[config.mk]
export PLATFORM = sky130hd
export DESIGN_NAME = result_pipe_regs_flat
export DESIGN_NICKNAME = d
export VERILOG_FILES = /design/src/rtl/result_pipe_regs_pkg.sv /design/src/rtl/result_pipe_regs_if.sv /design/src/rtl/result_pipe_regs_stage_reg.sv /design/src/rtl/result_pipe_regs.sv /design/src/flat_wrapper.sv
export SDC_FILE = /design/constraint.sdc
export NUM_CORES = 1
export LEC_CHECK = 0
export ABC_CLOCK_PERIOD_IN_PS = 1500
export CAP_MARGIN = 20
export CORE_AREA = 2 2 213 215
export DETAILED_ROUTE_END_ITERATION = 12
export DIE_AREA = 0 0 215 217
export PLACE_DENSITY_LB_ADDON = 0.12
export SYNTH_ARGS = -nofsm -noshare
export SYNTH_HDL_FRONTEND = slang
export SYNTH_SLANG_ARGS = --single-unit
[constraint.sdc]
create_clock -name clk -period 1.5 [get_ports clk]
set_input_delay 0.3 -clock clk [delete_from_list [all_inputs] [get_ports clk]]
set_output_delay 0.3 -clock clk [all_outputs]
set_load 0.02 [all_outputs]
[src/rtl/result_pipe_regs_pkg.sv]
// Shared types for the EX/MEM and MEM/WB result pipeline registers.
// Stage control word, the zero register index and the bubble encoding.
package pipe_pkg;

    localparam int PIPE_REG_W = 5;

    typedef struct packed {
        logic [PIPE_REG_W-1:0] rd;
        logic                  we;
        logic                  wb_sel;
        logic                  vec;
    } stage_ctrl_t;

    localparam logic [PIPE_REG_W-1:0] ZERO_REG = '0;

    // wb_sel=1 keeps a bubble from pulling load data into WB.
    localparam stage_ctrl_t BUBBLE = '{rd: ZERO_REG, we: 1'b0, wb_sel: 1'b1, vec: 1'b0};

endpackage

[src/rtl/result_pipe_regs_if.sv]
// Bus between the EX/MEM/WB result pipeline and its surroundings.
// Optional RESULT_PIPE_PERF_EN adds the stall/busy performance counters.
interface result_pipe_regs_if #(
    parameter int DATA_W = 128,
    parameter int REG_W  = 5
);
    logic              ex_valid;
    logic [REG_W-1:0]  ex_rd;
    logic              ex_we;
    logic              ex_wb_sel;
    logic              ex_vec;
    logic [DATA_W-1:0] ex_result;
    logic              stall;
    logic              flush;
    logic              mem_busy;
    logic [DATA_W-1:0] mem_rdata;

    logic [REG_W-1:0]  rd_mem;
    logic              write_enable_mem;
    logic              wb_sel_mem;
    logic [DATA_W-1:0] result_mem;
    logic [REG_W-1:0]  rd_wb;
    logic              write_enable_wb;
    logic              vec_wb;
    logic [DATA_W-1:0] result_wb;
    logic              rf_we;
    logic              vrf_we;
`ifdef RESULT_PIPE_PERF_EN
    logic [31:0]       stall_count;
    logic [31:0]       busy_count;
`endif

    modport master (
        output ex_valid, ex_rd, ex_we, ex_wb_sel, ex_vec, ex_result,
        output stall, flush, mem_busy, mem_rdata,
        input  rd_mem, write_enable_mem, wb_sel_mem, result_mem,
        input  rd_wb, write_enable_wb, vec_wb, result_wb, rf_we, vrf_we
`ifdef RESULT_PIPE_PERF_EN
        , input stall_count, busy_count
`endif
    );

    modport slave (
        input  ex_valid, ex_rd, ex_we, ex_wb_sel, ex_vec, ex_result,
        input  stall, flush, mem_busy, mem_rdata,
        output rd_mem, write_enable_mem, wb_sel_mem, result_mem,
        output rd_wb, write_enable_wb, vec_wb, result_wb, rf_we, vrf_we
`ifdef RESULT_PIPE_PERF_EN
        , output stall_count, busy_count
`endif
    );

endinterface

[src/rtl/result_pipe_regs_stage_reg.sv]
// One pipeline stage register: control word plus payload with hold/bubble/load.
// A bubble replaces only the control word; the payload keeps its old value.
module pipe_stage_reg
    import pipe_pkg::*;
#(
    parameter int DATA_W = 128
) (
    input  logic              clk,
    input  logic              rst_n,
    input  logic              hold_i,
    input  logic              bubble_i,
    input  stage_ctrl_t       ctrl_i,
    input  logic [DATA_W-1:0] data_i,
    output stage_ctrl_t       ctrl_o,
    output logic [DATA_W-1:0] data_o
);

    stage_ctrl_t       ctrl_q, ctrl_d;
    logic [DATA_W-1:0] data_q, data_d;

    always_comb begin
        // NOTE: defaults first so every path assigns ctrl_d/data_d; otherwise a latch is inferred.
        ctrl_d = ctrl_q;
        data_d = data_q;
        if (!hold_i) begin
            if (bubble_i) begin
                ctrl_d = BUBBLE;
            end else begin
                ctrl_d = ctrl_i;
                data_d = data_i;
            end
        end
    end

    // NOTE: non-blocking assignments so every flop samples its pre-edge inputs.
    always_ff @(posedge clk or negedge rst_n) begin
        if (!rst_n) begin
            ctrl_q <= '0;
            data_q <= '0;
        end else begin
            ctrl_q <= ctrl_d;
            data_q <= data_d;
        end
    end

    assign ctrl_o = ctrl_q;
    assign data_o = data_q;

endmodule

[src/rtl/result_pipe_regs.sv]
// EX/MEM and MEM/WB result pipeline registers driving the scalar/vector RF write ports.
// Define RESULT_PIPE_PERF_EN to add saturating stall_count/busy_count counters.
module result_pipe_regs
    import pipe_pkg::*;
#(
    parameter int DATA_W = 128,
    parameter int REG_W  = PIPE_REG_W
) (
    input logic              clk,
    input logic              rst_n,
    result_pipe_regs_if.slave bus
);

    stage_ctrl_t       mem_in, mem_ctrl, wb_ctrl;
    logic [DATA_W-1:0] mem_data, wb_in_data, wb_data;
    logic              we_eff;

    // Writes to register 0 are dropped here so no later stage has to care.
    assign we_eff = bus.ex_valid & bus.ex_we & (bus.ex_rd != REG_W'(ZERO_REG));

    always_comb begin
        mem_in        = BUBBLE;
        mem_in.rd     = PIPE_REG_W'(bus.ex_rd);
        mem_in.we     = we_eff;
        mem_in.wb_sel = bus.ex_wb_sel;
        mem_in.vec    = bus.ex_vec;
    end

    pipe_stage_reg #(.DATA_W(DATA_W)) u_mem_stage (
        .clk      (clk),
        .rst_n    (rst_n),
        .hold_i   (bus.mem_busy),
        .bubble_i (bus.flush | bus.stall),
        .ctrl_i   (mem_in),
        .data_i   (bus.ex_result),
        .ctrl_o   (mem_ctrl),
        .data_o   (mem_data)
    );

    assign wb_in_data = mem_ctrl.wb_sel ? mem_data : bus.mem_rdata;

    pipe_stage_reg #(.DATA_W(DATA_W)) u_wb_stage (
        .clk      (clk),
        .rst_n    (rst_n),
        .hold_i   (bus.mem_busy),
        .bubble_i (1'b0),
        .ctrl_i   (mem_ctrl),
        .data_i   (wb_in_data),
        .ctrl_o   (wb_ctrl),
        .data_o   (wb_data)
    );

    // The result mux already resolved wb_sel before WB, so its WB copy is dead.
    logic unused_wb_sel;
    assign unused_wb_sel = wb_ctrl.wb_sel;

    assign bus.rd_mem           = REG_W'(mem_ctrl.rd);
    assign bus.write_enable_mem = mem_ctrl.we;
    assign bus.wb_sel_mem       = mem_ctrl.wb_sel;
    assign bus.result_mem       = mem_data;
    assign bus.rd_wb            = REG_W'(wb_ctrl.rd);
    assign bus.write_enable_wb  = wb_ctrl.we;
    assign bus.vec_wb           = wb_ctrl.vec;
    assign bus.result_wb        = wb_data;
    assign bus.rf_we            = wb_ctrl.we & ~wb_ctrl.vec & ~bus.mem_busy;
    assign bus.vrf_we           = wb_ctrl.we &  wb_ctrl.vec & ~bus.mem_busy;

`ifdef RESULT_PIPE_PERF_EN
    logic [31:0] stall_cnt_q, stall_cnt_d;
    logic [31:0] busy_cnt_q, busy_cnt_d;

    always_comb begin
        stall_cnt_d = stall_cnt_q;
        busy_cnt_d  = busy_cnt_q;
        if (bus.stall && !bus.mem_busy && !bus.flush && stall_cnt_q != '1) begin
            stall_cnt_d = stall_cnt_q + 32'd1;
        end
        if (bus.mem_busy && busy_cnt_q != '1) begin
            busy_cnt_d = busy_cnt_q + 32'd1;
        end
    end

    always_ff @(posedge clk or negedge rst_n) begin
        if (!rst_n) begin
            stall_cnt_q <= '0;
            busy_cnt_q  <= '0;
        end else begin
            stall_cnt_q <= stall_cnt_d;
            busy_cnt_q  <= busy_cnt_d;
        end
    end

    assign bus.stall_count = stall_cnt_q;
    assign bus.busy_count  = busy_cnt_q;
`endif

endmodule

[src/flat_wrapper.sv]
// flat-port wrapper written by rule: the top's interface ports become plain ports
module result_pipe_regs_flat import pipe_pkg::*;
#(
    parameter int DATA_W = 128,
    parameter int REG_W  = PIPE_REG_W
)
  (clk, rst_n, bus_ex_valid, bus_ex_rd, bus_ex_we, bus_ex_wb_sel, bus_ex_vec, bus_ex_result, bus_stall, bus_flush, bus_mem_busy, bus_mem_rdata, bus_rd_mem, bus_write_enable_mem, bus_wb_sel_mem, bus_result_mem, bus_rd_wb, bus_write_enable_wb, bus_vec_wb, bus_result_wb, bus_rf_we, bus_vrf_we);
  result_pipe_regs_if #(.DATA_W(DATA_W), .REG_W(REG_W)) bus_i ();
  input logic clk;
  input logic rst_n;
  input wire logic [$bits(bus_i.ex_valid)-1:0] bus_ex_valid;
  input wire logic [$bits(bus_i.ex_rd)-1:0] bus_ex_rd;
  input wire logic [$bits(bus_i.ex_we)-1:0] bus_ex_we;
  input wire logic [$bits(bus_i.ex_wb_sel)-1:0] bus_ex_wb_sel;
  input wire logic [$bits(bus_i.ex_vec)-1:0] bus_ex_vec;
  input wire logic [$bits(bus_i.ex_result)-1:0] bus_ex_result;
  input wire logic [$bits(bus_i.stall)-1:0] bus_stall;
  input wire logic [$bits(bus_i.flush)-1:0] bus_flush;
  input wire logic [$bits(bus_i.mem_busy)-1:0] bus_mem_busy;
  input wire logic [$bits(bus_i.mem_rdata)-1:0] bus_mem_rdata;
  output wire logic [$bits(bus_i.rd_mem)-1:0] bus_rd_mem;
  output wire logic [$bits(bus_i.write_enable_mem)-1:0] bus_write_enable_mem;
  output wire logic [$bits(bus_i.wb_sel_mem)-1:0] bus_wb_sel_mem;
  output wire logic [$bits(bus_i.result_mem)-1:0] bus_result_mem;
  output wire logic [$bits(bus_i.rd_wb)-1:0] bus_rd_wb;
  output wire logic [$bits(bus_i.write_enable_wb)-1:0] bus_write_enable_wb;
  output wire logic [$bits(bus_i.vec_wb)-1:0] bus_vec_wb;
  output wire logic [$bits(bus_i.result_wb)-1:0] bus_result_wb;
  output wire logic [$bits(bus_i.rf_we)-1:0] bus_rf_we;
  output wire logic [$bits(bus_i.vrf_we)-1:0] bus_vrf_we;
  assign bus_i.ex_valid = bus_ex_valid;
  assign bus_i.ex_rd = bus_ex_rd;
  assign bus_i.ex_we = bus_ex_we;
  assign bus_i.ex_wb_sel = bus_ex_wb_sel;
  assign bus_i.ex_vec = bus_ex_vec;
  assign bus_i.ex_result = bus_ex_result;
  assign bus_i.stall = bus_stall;
  assign bus_i.flush = bus_flush;
  assign bus_i.mem_busy = bus_mem_busy;
  assign bus_i.mem_rdata = bus_mem_rdata;
  assign bus_rd_mem = bus_i.rd_mem;
  assign bus_write_enable_mem = bus_i.write_enable_mem;
  assign bus_wb_sel_mem = bus_i.wb_sel_mem;
  assign bus_result_mem = bus_i.result_mem;
  assign bus_rd_wb = bus_i.rd_wb;
  assign bus_write_enable_wb = bus_i.write_enable_wb;
  assign bus_vec_wb = bus_i.vec_wb;
  assign bus_result_wb = bus_i.result_wb;
  assign bus_rf_we = bus_i.rf_we;
  assign bus_vrf_we = bus_i.vrf_we;
  result_pipe_regs #(.DATA_W(DATA_W), .REG_W(REG_W)) u_core (.clk(clk), .rst_n(rst_n), .bus(bus_i));
endmodule
==> summary.txt <==
status - complete, but fails checks
failing checks - negative setup slack
sequential area share after synthesis - 60.7%
post-route ant nets - 0
Finish-stage setup viols - 3
Global Route Usage Sum - 17.5%
Ports - 542
largest family of logic cells by synthesized area - multiplexers
Worst Tran Pin Value - 0.496 ns
max-slew violations - 0
register area - 6790 um^2
leakage power - 8.68 nW
grt peak-use layer - met2
Iter 0 DRT Violations - 473
synthesis-to-layout area growth - 58.9%
DRT Pass-1 Iters - 4
Clock Skew - 0.00995 ns
mux cell area share after synthesis - 25.1%
met1 usage - 21.6%
first-pass GRT wire length - 62200 um
crit-path cells - nor3b_4 -> buf_6
final WL - 41600 um
CP Launch Type - flop
Clk Latency, worst-skew pair - 0.53 ns
port bufs - 541
Critical Path Sink Type - output port
fin nets - 1728
CTS H-Tree Depth - 2
initial antenna violation count - 5
Net Switching - 7.72 mW
Num CTS Buffers - 34
Power Total - 24.3 mW
routing usage on met2 - 28.8%
CTS sink cnt - 271
peak supply drop - 0.638 mV
die area - 46700 um^2
Critical Path RT - 1.20 ns
Multi-input gate area - 4050 um^2
syn_nets - 1140
dpl ws - -0.452 ns
clock root buffer - clkbuf_16
critical path launch point - u_core.u_wb_stage.ctrl_o[0]$_DFFE_PN0N_
CP Capture Point - bus_rf_we
Logic pwr share - 26.6%
slowest CP cell - dfrtp_1
worst hold path type - input pin to async pin
Initial Util - 25.0%
Longest Clk Path Bufs - 3
RSZ-0062 raised after global routing - true
Adder-Cell Fraction of Synth Area - 0%
Die Y - 217 um
hold_ws - 0.215 ns
FP Rows - 78
TritonCTS clock tree - yes
vias - 8840
part of the power in registers - 39.3%
P_int - 16.5 mW
relative slew slack - 67.0%
Gate Count Post-Synth - 870
drt wl/cell - 20.0 um
CTS clk-pin slew, worst paths - 0.06 ns
synth unique cells - 19
crit path time final - 1.62 ns
switching share of power - 31.8%
Max Freq - 617 MHz
average size of a mapped cell - 12.8 um^2
simple-gate share of the synthesized area - 4.73%
Arr. time, crit path - 1.32 ns
Synth Area in XOR/XNOR - 0%
Final Hold Vio Count - 0
PnR worst setup slack - -0.121 ns
largest net degree at the start of global routing - 125
share of layout cells above drive strength 1 - 33.4%
Max-cap violations - 0
kind of critical path - flop to output port
Via density - 4.24
DRC viols - 0
Synth Area in Compound Gates - 6.33%
grt ovf - 0
FF-to-FF End - u_core.u_wb_stage.data_o[60]$_DFFE_PN0N_
FILL cells - 4508
clock power share - 34.1%
PD cells - 1370 nW/um^2
cell area after synthesis - 11200 um^2
post-DP HPWL - 31300 um
fin crit share - 108%
setup slack, reg-to-reg - 0.08 ns
critical path's largest stage delay - 0.41 ns
CP Max Fanout - 3
Core Region - 44700 um^2
Reg-to-Reg Start - u_core.u_mem_stage.ctrl_o[1]$_DFFE_PN0N_
die width - 215 um
gp weighted congestion - 0.785
grt met3 use - 6.53%
Yosys reg bits - 271
YS warnings - 0
vias in the first global route - 9513
reg2reg path depth - 4
==> what timing repair did <==
action	4_1_cts	5_1_grt
hold buffers	1	0
buffers inserted	6	1
resized for setup	1113	15
hold endpoints to repair	271	0
pin swaps	1	1
endpoints found under the setup margin	271	21
==> state kept, by name (all words and copies together), names as in the netlist <==
name,count
u_core.u_wb_stage.data_o,128
u_core.u_mem_stage.ctrl_o,8
u_core.u_wb_stage.ctrl_o,7
u_core.u_mem_stage.data_o,128
==> power by group through the flow <==
stage	registers, mW	logic (mW)	clock network (mW)
final	9.53	6.46	8.27
after global routing	9.72	6.94	8.89
after CTS	9.56	6.63	8.59
after detailed placement	9.71	7.73	0
after global placement	9.70	7.70	0
after floorplan	11.2	1.59	0
==> how the worst min path moves through the flow <==
stage / slack, ns / start / endpoint
after floorplan: 0.004 / rst_n / u_core.u_mem_stage.ctrl_o[0]$_DFFE_PN0N_
after global placement: 0.16 / rst_n / u_core.u_wb_stage.data_o[104]$_DFFE_PN0N_
after detailed placement: 0.16 / rst_n / u_core.u_wb_stage.data_o[104]$_DFFE_PN0N_
after CTS: 0.19 / rst_n / u_core.u_wb_stage.data_o[104]$_DFFE_PN0N_
after global routing: 0.22 / rst_n / u_core.u_wb_stage.data_o[104]$_DFFE_PN0N_
final: 0.22 / rst_n / u_core.u_wb_stage.data_o[104]$_DFFE_PN0N_
==> logic make-up after synthesis <==
| group | after synthesis |
|---|---|
| buf+inv | 65 |
| simple gates | 135 |
| mux | 263 |
| flops | 271 |
| compound gates | 136 |
==> critical path, delay by kind of cell (launching register included) <==
kind	cells	cell delay [ns]
buffers and inverters	1	0.15
flip-flops	1	0.41
AND/OR/NAND/NOR	1	0.23
==> routing by layer <==
| layer | vias up | part of all wire (%) | routed length [um] |
|---|---|---|---|
| li1 | 4203 | - | - |
| met1 | 4242 | 41 | 17300 |
| met2 | 325 | 48 | 19900 |
| met3 | 62 | 8.4 | 3480 |
| met4 | 8 | 2.2 | 909 |
| met5 | - | 0.13 | 53 |
==> stage by stage <==
stage                     cell area, um^2  utilization (%)  std cells  setup TNS [ns]
after floorplan                     11200                -        870               0
after global placement              17800             39.8       2014          -55.50
after detailed placement            17800             39.8       2014          -53.62
after CTS                           17800             39.9       2081          -0.407
after global routing                17700             39.7       2083          -0.420
final                               17700             39.7       2083          -0.193
==> final cells by class <==
type | count | area share, %
flip-flops and latches | 271 | 38.3
repair buffers | 616 | 28.2
multi-input cells | 534 | 22.9
clock buffers | 55 | 6.11
well taps | 600 | 4.23
clock inverters | 5 | 0.310
inverters | 1 | 0.0212
diodes | 1 | 0.0141
==> Yosys cell counts <==
library cell / instances / area share [%]
inv_1: 1 / 0.034
buf_2: 32 / 1.4
o21ai_0: 128 / 5.7
a22o_1: 6 / 0.47
o2111ai_1: 1 / 0.078
buf_6: 4 / 0.40
a21oi_1: 1 / 0.045
clkbuf_1: 19 / 0.64
mux2_1: 43 / 4.3
nor3_2: 1 / 0.090
or4_1: 1 / 0.067
mux2i_1: 128 / 11
nor4_1: 1 / 0.056
nand2_1: 130 / 4.4
dfrtp_1: 271 / 61
and3b_1: 1 / 0.078
nor3b_1: 1 / 0.067
mux2_2: 92 / 9.3
buf_4: 9 / 0.61
==> placed cells by master, fill, tap and decap left out, types with 2 or more instances in the layout <==
cell type	n
buf_2	254
nand2_1	130
clkdlybuf4s50_1	267
clkbuf_16	37
mux2_1	43
a22o_1	6
clkdlybuf4s15_2	12
o21ai_0	128
mux2_2	92
mux2i_1	128
buf_6	6
buf_12	21
clkinvlp_4	2
dfrtp_1	269
clkinv_2	2
clkbuf_8	10
clkbuf_1	9
buf_4	53
(Power assumes the default switching activity.)
